### src/rtl/rf16_wr_sched.sv
// rf16_wr_sched: write-port scheduler for the 16-entry queue register file.
//
// Shares the register file's single write port between two producers with
// round-robin valid/ready arbitration. After reset, or on a clr_req pulse, it
// runs a 16-cycle zero-fill sweep of every entry. All register-file strobes
// are driven from registers.
//
// Optional feature: define RF16_WR_LOCK_EN to add a per-entry write-lock
// bitmap. Writes to locked entries are dropped and flagged on wr_err. The
// clear sweep also skips locked entries.
//
// Ports:
//   clk                     clock
//   reset_l                 synchronous reset, active-low
//   clr_req                 pulse: start a zero-fill sweep (ignored mid-sweep)
//   clr_busy                high while the sweep is running
//   reqN_valid/ready        producer N handshake (N = 0, 1)
//   reqN_addr/data          producer N target entry and write data
//   rf_wen                  register-file write enable
//   rf_word_wen             register-file word enable (WORD_SEL on writes)
//   rf_wr_addr/rf_wr_data   register-file write address / data
//   last_grant              id of the most recently granted producer
//   lock_wen/lock_addr      (RF16_WR_LOCK_EN) set the lock bit of an entry
//   wr_err                  (RF16_WR_LOCK_EN) one-cycle pulse: locked write dropped
module rf16_wr_sched #(
    parameter int         DW       = 8,
    parameter logic [3:0] WORD_SEL = 4'b0100
) (
    input  logic          clk,
    input  logic          reset_l,
    input  logic          clr_req,
    output logic          clr_busy,
    input  logic          req0_valid,
    output logic          req0_ready,
    input  logic [3:0]    req0_addr,
    input  logic [DW-1:0] req0_data,
    input  logic          req1_valid,
    output logic          req1_ready,
    input  logic [3:0]    req1_addr,
    input  logic [DW-1:0] req1_data,
    output logic          rf_wen,
    output logic [3:0]    rf_word_wen,
    output logic [3:0]    rf_wr_addr,
    output logic [DW-1:0] rf_wr_data,
    output logic          last_grant
`ifdef RF16_WR_LOCK_EN
    ,
    input  logic          lock_wen,
    input  logic [3:0]    lock_addr,
    output logic          wr_err
`endif
);

    typedef enum logic {
        CLEAR = 1'b0,
        ARB   = 1'b1
    } state_t;

    state_t        state;
    logic [3:0]    cnt;
    logic          arb_ok;
    logic          grant0;
    logic          grant1;
    logic          hs;
    logic [3:0]    hs_addr;
    logic [DW-1:0] hs_data;
    logic          hs_locked;
    logic          slot_locked;

`ifdef RF16_WR_LOCK_EN
    logic [15:0]   lock_map;

    // Lock checks use the bitmap as it stood before this edge, so a lock set
    // in the same cycle as a write to that entry does not block the write.
    assign hs_locked   = lock_map[hs_addr];
    assign slot_locked = lock_map[cnt];
`else
    assign hs_locked   = 1'b0;
    assign slot_locked = 1'b0;
`endif

    // Readies are combinational. A clr_req in ARB takes precedence over any
    // request. Readies are also held low under reset so no handshake can
    // appear to complete on a reset edge.
    always_comb begin
        arb_ok = reset_l && (state == ARB) && !clr_req;
        grant0 = arb_ok && req0_valid && (!req1_valid || last_grant);
        grant1 = arb_ok && req1_valid && (!req0_valid || !last_grant);
    end

    assign req0_ready = grant0;
    assign req1_ready = grant1;
    assign hs         = grant0 || grant1;
    assign hs_addr    = grant1 ? req1_addr : req0_addr;
    assign hs_data    = grant1 ? req1_data : req0_data;

    always_ff @(posedge clk) begin
        if (!reset_l) begin
            state       <= CLEAR;
            cnt         <= 4'd0;
            clr_busy    <= 1'b0;
            rf_wen      <= 1'b0;
            rf_word_wen <= 4'd0;
            rf_wr_addr  <= 4'd0;
            rf_wr_data  <= '0;
            last_grant  <= 1'b1;
`ifdef RF16_WR_LOCK_EN
            wr_err      <= 1'b0;
            lock_map    <= 16'd0;
`endif
        end else begin
            // Strobes default low; addr/data hold unless a write is issued.
            rf_wen      <= 1'b0;
            rf_word_wen <= 4'd0;
`ifdef RF16_WR_LOCK_EN
            wr_err      <= 1'b0;
            if (lock_wen) begin
                lock_map[lock_addr] <= 1'b1;
            end
`endif
            case (state)
                CLEAR: begin
                    // A locked slot still uses its cycle, so the sweep is
                    // always exactly 16 cycles long.
                    rf_wen      <= !slot_locked;
                    rf_word_wen <= slot_locked ? 4'd0 : WORD_SEL;
                    rf_wr_addr  <= cnt;
                    rf_wr_data  <= '0;
                    cnt         <= cnt + 4'd1;
                    if (cnt == 4'd15) begin
                        state    <= ARB;
                        clr_busy <= 1'b0;
                    end else begin
                        clr_busy <= 1'b1;
                    end
                end
                ARB: begin
                    if (clr_req) begin
                        state    <= CLEAR;
                        cnt      <= 4'd0;
                        clr_busy <= 1'b1;
                    end else if (hs) begin
                        rf_wr_addr  <= hs_addr;
                        rf_wr_data  <= hs_data;
                        rf_wen      <= !hs_locked;
                        rf_word_wen <= hs_locked ? 4'd0 : WORD_SEL;
                        last_grant  <= grant1;
`ifdef RF16_WR_LOCK_EN
                        wr_err      <= hs_locked;
`endif
                    end
                end
                default: begin
                    state <= CLEAR;
                end
            endcase
        end
    end

endmodule

### config.mk
export PLATFORM = sky130hd
export DESIGN_NAME = rf16_wr_sched
export DESIGN_NICKNAME = d
export VERILOG_FILES = /design/src/rtl/rf16_wr_sched.sv
export SDC_FILE = /design/constraint.sdc
export NUM_CORES = 1
export LEC_CHECK = 0
export ABC_CLOCK_PERIOD_IN_PS = 1440
export BUFFER_PORTS_ARGS = -buffer_cell sky130_fd_sc_hd__buf_2
export CAP_MARGIN = 20
export CORE_UTILIZATION = 45
export DETAILED_ROUTE_END_ITERATION = 12
export PLACE_DENSITY = 0.75
export SLEW_MARGIN = 20
export SYNTH_ARGS = -nofsm -noshare
export SYNTH_HDL_FRONTEND = slang
export SYNTH_SLANG_ARGS = --single-unit
### constraint.sdc
create_clock -name clk -period 1.44 [get_ports clk]
set_input_delay 0.072 -clock clk [delete_from_list [all_inputs] [get_ports clk]]
set_output_delay 0.072 -clock clk [all_outputs]
set_load 0.01 [all_outputs]
==> impl_metrics.ini, run 1 <==
[global_route]
antenna_found_initial = 0
grt_use_met3_pct = 4.01
track_usage_pct = 19.4
grt_pass1_vias = 868
use_met2_pct = 33.3
gr-total-overflow = 0
grt_pass1_wl_microns = 3710
use_met1_pct = 23.7
busiest_layer = met2
grt_max_degree = 26

[critical_path]
critPathKind = reg2reg
reg2reg_from = state
crit_path_start_kind = register
end_kind = register
rrSetupSlack_ns = 0.16
timing.rr.end = rf_wr_addr[3]
critPathMaxFanout = 7
cp.required_ns = 1.61
cp.arrival_ns = 1.45
r2r_cells = 5

[die]
initial_utilization_pct = 50.1
die_area_sq_um = 2470
pin_count = 50
die_w_microns = 49.7
core-area_sq_um = 2040
die_h_microns = 49.7
num_rows = 16

[clocking]
htreeDepth = 1
cts.clk_slew.worst_paths_ns = 0.12
clk_path_buf_depth = 2
numCtsBuffers = 3
clkSinkCount = 20
clockRootBuffer = clkbuf_4
clock_latency_ns = 0.30
postCtsHoldBufs = 0
cts_tree = yes

[min_path]
min_from = req1_data[7]
whs_endpoint = rf_wr_data[7]
holdCritPathClass = in2reg
hold_depth = 3

[cells_and_area]
fin_area_sq_um = 1310
drive_gt1_share_pct = 37.5
fin_util_pct = 64.1
syn2layout_area_growth_pct = 27.9
insertedDiodeCount = 0
nFillCells = 191
layout.nets = 191

[timing]
fmax_mhz = 783
rsz0062_at_grt = no
hold_viol = 0
min_period_over_period_pct = 88.7
slew_headroom_pct = 66.9
fin_crit_ns = 1.28
finalClockSkew_ns = 0.00530
setup_viol = 0
hold_ws_ns = 0.0541
setup_tns_ns = 0
max_slew.worst_pin.slew_ns = 0.493
final_max_slew_viol_count = 0

[synth]
synth.ff_latch_count = 20
synth_area_leaders = dfxtp_1 (39%), mux2i_1 (13%), and2_1 (6.1%)
synth.distinct_cells = 31
yosys.area.top_type = dfxtp_1
synth_async_sr_flop_share_pct = 0
synthTopCellsByCount = dfxtp_1 (20), mux2i_1 (13), and2_1 (10), o21ai_0 (10), a21oi_1 (9)
synth_ff_type = dfxtp_1
synthesis.area_sq_um = 1020
synth-seq-area-share_pct = 39.1
synth_most_common_cell = dfxtp_1
synth.top_cell.area_share_pct = 39.1
yosys_warnings = 0
synth_edf_count = 0
synthCells = 112
syn_area_per_cell_sq_um = 9.14

[placed_design]
gp_congestion = 0.712
dp_hpwl_microns = 1660
portBuffers = 46
place_area_sq_um = 1240

[status]
outcome = completed

[detailed_routing]
avgRoutedWirePerCell_microns = 12.1
first_pass_iters = 1
routed_wl_microns = 2260
drt-initial-drc-count = 0
vias = 955
viasPerCell = 5.11
postRouteAntennaNets = 0
drc = 0

[run]
maxCapViolCount = 0

[pwr]
irDropWorstVdd_uv = 500
power_per_cell_area_nw_per_um2 = 779
finalPower_mw = 1.02
p_leak_nw = 0.706
## how the worst max path moves through the flow
stage               startpoint            end  slack [ns]  cells after the start
floorplan                state  rf_wr_addr[2]        0.22                      5
global placement         state  rf_wr_addr[1]        0.20                      4
detailed placement       state  rf_wr_addr[3]        0.13                      4
CTS                      state     req1_ready       0.009                      4
global route             state     last_grant        0.05                      4
finish                   state  rf_wr_addr[3]        0.16                      5
## cell type report
| class | instances | area (sq um) | share of cell area, % |
|---|---|---|---|
| inverters | 4 | 15.0 | 1.15 |
| well taps | 27 | 33.8 | 2.58 |
| clock buffers | 4 | 36.3 | 2.77 |
| repair buffers | 52 | 275 | 21.0 |
| flip-flops and latches | 20 | 400 | 30.6 |
| multi-input cells | 80 | 548 | 41.9 |
## state kept, by name, summed over array words and instances, names as in the netlist
register,count
rf_wr_data,8
cnt,4
rf_wr_addr,4
clr_busy,1
last_grant,1
rf_wen,1
state,1
## cells by family (layout without fill, tap and decap cells)
kind of cell / after synthesis / in the layout / share of synthesized area [%]
compound gates: 34 / 34 / 21.5
simple gates: 29 / 29 / 17.0
flops: 20 / 20 / 39.1
buf+inv: 14 / 60 / 8.07
mux: 13 / 13 / 12.7
fa+ha+maj: 1 / 1 / 1.22
other cells: 1 / 3 / 0.366
## where the power goes
| group | internal (mW) | switching (mW) |
|---|---|---|
| clock | 0.154 | 0.175 |
| combinational | 0.0597 | 0.0505 |
| sequential | 0.568 | 0.0131 |
| total | 0.782 | 0.238 |
## what timing repair did
item	in CTS	in global routing
buffers inserted	0	4
resized for setup	0	0
endpoints found under the hold margin	0	0
setup endpoints to repair	0	1
## routing by layer
metal  part of all wire [%]  vias up  routed length (microns)
met4                   0.44        0                       10
met1                     45      425                     1030
met2                     48       36                     1100
li1                       -      492                        -
met5                      0        -                        0
met3                    5.5        2                      124
## worst max-delay path: stages (launching register included)
cell      delay (ns)
dfxtp_1         0.34
and3b_2         0.25
nand3_4         0.12
buf_4           0.17
mux2i_1         0.14
o221ai_1        0.14
## through the flow
step | cells | setup slack, ns
after floorplan | 114 | 0.222
after global placement | 179 | 0.201
after detailed placement | 179 | 0.135
after CTS | 183 | 0.00918
after global routing | 187 | 0.0528
final | 187 | 0.163
## layout by cell type, fill, tap and decap left out, types with 2 or more instances in the layout
cell type	n
a21boi_0	2
o221ai_1	3
buf_4	6
mux2i_1	13
inv_1	4
conb_1	3
a21oi_1	9
and2_1	10
dfxtp_1	20
clkbuf_4	3
nand4_1	3
buf_2	46
o21ai_0	10
nand2b_1	2
nand3_1	2
nand2_1	7
o22ai_1	2
No activity file was read; power rests on OpenSTA's default activity.
==> run 2, diff against run 1 <==
- ABC_AREA: default -> 1
==> run 2 against run 1 <==
Clock power rose by 3%. Clock-buffer cell count unchanged. Worst setup slack worse by 0.081 ns. Area after synthesis increased by 4.5%. Clock skew shrank 0.0043 ns. Power grew 1.8%.
==> impl_metrics.ini, run 2 <==
[clocking]
cts_tree = yes
numCtsBuffers = 3
clockRootBuffer = clkbuf_4
clock_latency_ns = 0.30
cts.clk_slew.worst_paths_ns = 0.12
postCtsHoldBufs = 0
clk_path_buf_depth = 2
clkSinkCount = 20
htreeDepth = 1

[synth]
synthesis.area_sq_um = 1070
synth_edf_count = 0
synthTopCellsByCount = nand2_1 (62), dfxtp_1 (20), inv_1 (14)
synth_fa_ha_area_share_pct = 1.17
syn_area_per_cell_sq_um = 7.13
synth_async_sr_flop_share_pct = 0
yosys.area_share.simple_pct = 32.6
yosys.area.top_type = dfxtp_1
synth_compound_area_share_pct = 15.9
synthCells = 150
synth_ff_type = dfxtp_1
synth.top_cell.area_share_pct = 37.4
synth_most_common_cell = nand2_1
synth.ff_latch_count = 20
synthMuxAreaShare_pct = 0
synth_area_leaders = dfxtp_1 (37%), nand2_1 (22%), a21oi_2 (5.7%)
synth-seq-area-share_pct = 37.4
synth_xor_area_share_pct = 0
yosys_warnings = 0
synth_top_family_by_area = simple AND/OR/NAND/NOR gates
synth.distinct_cells = 27

[timing]
final_max_slew_viol_count = 0
finalWorstSetupSlack_ns = 0.0813
slew_headroom_pct = 66.4
finalClockSkew_ns = 0.00103
hold_ws_ns = 0.0695
fmax_mhz = 736
fin_crit_ns = 1.36
min_period_over_period_pct = 94.4
max_slew.worst_pin.slew_ns = 0.504
hold_viol = 0
setup_viol = 0

[pwr]
p_leak_nw = 0.711
p_int_mw = 0.779
pwr-share-seq_pct = 55.8
power_per_cell_area_nw_per_um2 = 767
switching_share_pct = 25.0
finalPower_mw = 1.04
power.switching_mw = 0.259
combPwrFrac_pct = 11.4
clockPowerShare_pct = 32.8
irDropWorstVdd_uv = 433

[global_route]
track_usage_pct = 21.8
grt_use_met3_pct = 3.64
grt_max_degree = 13
gr-total-overflow = 0
grt_pass1_vias = 1036
use_met2_pct = 39.3
busiest_layer = met2
grt_pass1_wl_microns = 4310
use_met1_pct = 25.1
antenna_found_initial = 0

[die]
die_area_sq_um = 2580
num_rows = 17
die_w_microns = 50.8
pin_count = 50
die_h_microns = 50.8
initial_utilization_pct = 47.9
core-area_sq_um = 2230

[status]
outcome = completed

[detailed_routing]
viasPerCell = 4.84
vias = 1099
drc = 0
postRouteAntennaNets = 0
drt-initial-drc-count = 23
first_pass_iters = 4
avgRoutedWirePerCell_microns = 11.3
routed_wl_microns = 2570

[placed_design]
dp_hpwl_microns = 1990
placedCellCount = 223
post-place-ws_ns = 0.0606
portBuffers = 46
gp_congestion = 0.839

[min_path]
holdCritPathClass = in2reg
hold_depth = 5

[critical_path]
cp.arrival_ns = 1.29
r2r_cells = 6
end_kind = output port
critPathMaxFanout = 9
critPathKind = reg2out
crit_path_start_kind = register
cp.required_ns = 1.37

[cells_and_area]
nFillCells = 224
drive_gt1_share_pct = 38.2
mostFrequentLayoutCell = nand2_1
layoutNonFillerInstCount = 227
largest_reg_flops = 8
fin_util_pct = 60.6
largest-register = rf_wr_data
insertedDiodeCount = 0
syn2layout_area_growth_pct = 26.4
reg.largest.list = rf_wr_data x8, cnt x4, rf_wr_addr x4
layout.nets = 230
final_cell_mix = nand2_1 (62), buf_2 (46), dfxtp_1 (19)

[run]
maxCapViolCount = 0
-- run 2: worst max-delay path, stage by stage (launching register included) --
cell and delay, ns:
dfxtp_1 0.35, a21oi_2 0.23, nand2_4 0.15, clkinv_4 0.11, buf_2 0.13
-- run 2: final cells by class --
cell class	instances	area [sq um]	share of cell area, %
Sequential cell	20	402	29.7
Inverter	16	65.1	4.81
Tap cell	28	35.0	2.59
Timing Repair Buffer	51	268	19.8
Clock buffer	4	36.3	2.68
Multi-Input combinational cell	108	547	40.4
-- run 2: routing by layer --
metal,up-vias,share of wire (%)
met2,27,53
met3,2,3.7
met5,-,0
li1,561,-
met4,0,0.51
met1,509,42
-- run 2: final timing paths --
| check | startpoint | endpoint | slack (ns) |
|---|---|---|---|
| min reg2reg | clr_busy | clr_busy | 0.47 |
| min | req1_addr[1] | rf_wr_addr[1] | 0.07 |
| max | last_grant | req1_ready | 0.08 |
| max reg2reg | last_grant | rf_wr_data[5] | 0.12 |
-- run 2: power by group through the flow --
| stage | sequential [mW] | clock [mW] | combinational, mW |
|---|---|---|---|
| 6_report | 0.579 | 0.340 | 0.119 |
| 5_1_grt | 0.581 | 0.362 | 0.133 |
| 3_5_place_dp | 0.591 | 0 | 0.117 |
| 4_1_cts | 0.579 | 0.340 | 0.117 |
| 3_3_place_gp | 0.590 | 0 | 0.112 |
| 2_1_floorplan | 0.593 | 0 | 0.0628 |
-- run 2: logic make-up (layout without fill, tap and decap cells) --
family,after synthesis,after routing
buffers and inverters,24,71
AND/OR/NAND/NOR,80,80
adder cells (fa/ha/maj),1,1
other,1,3
AO/OA/AOI/OAI,24,24
flip-flops,20,20
-- run 2: what timing repair did --
action,CTS,global route
setup endpoints to repair,0,12
gates resized for setup,0,2
setup buffers,0,0
-- run 2: per-stage QoR --
stage                     area (sq um)  TNS (ns)
after floorplan                   1080         0
after global placement            1310         0
after detailed placement          1310         0
after CTS                         1350         0
after global routing              1350   -0.0285
final                             1350         0
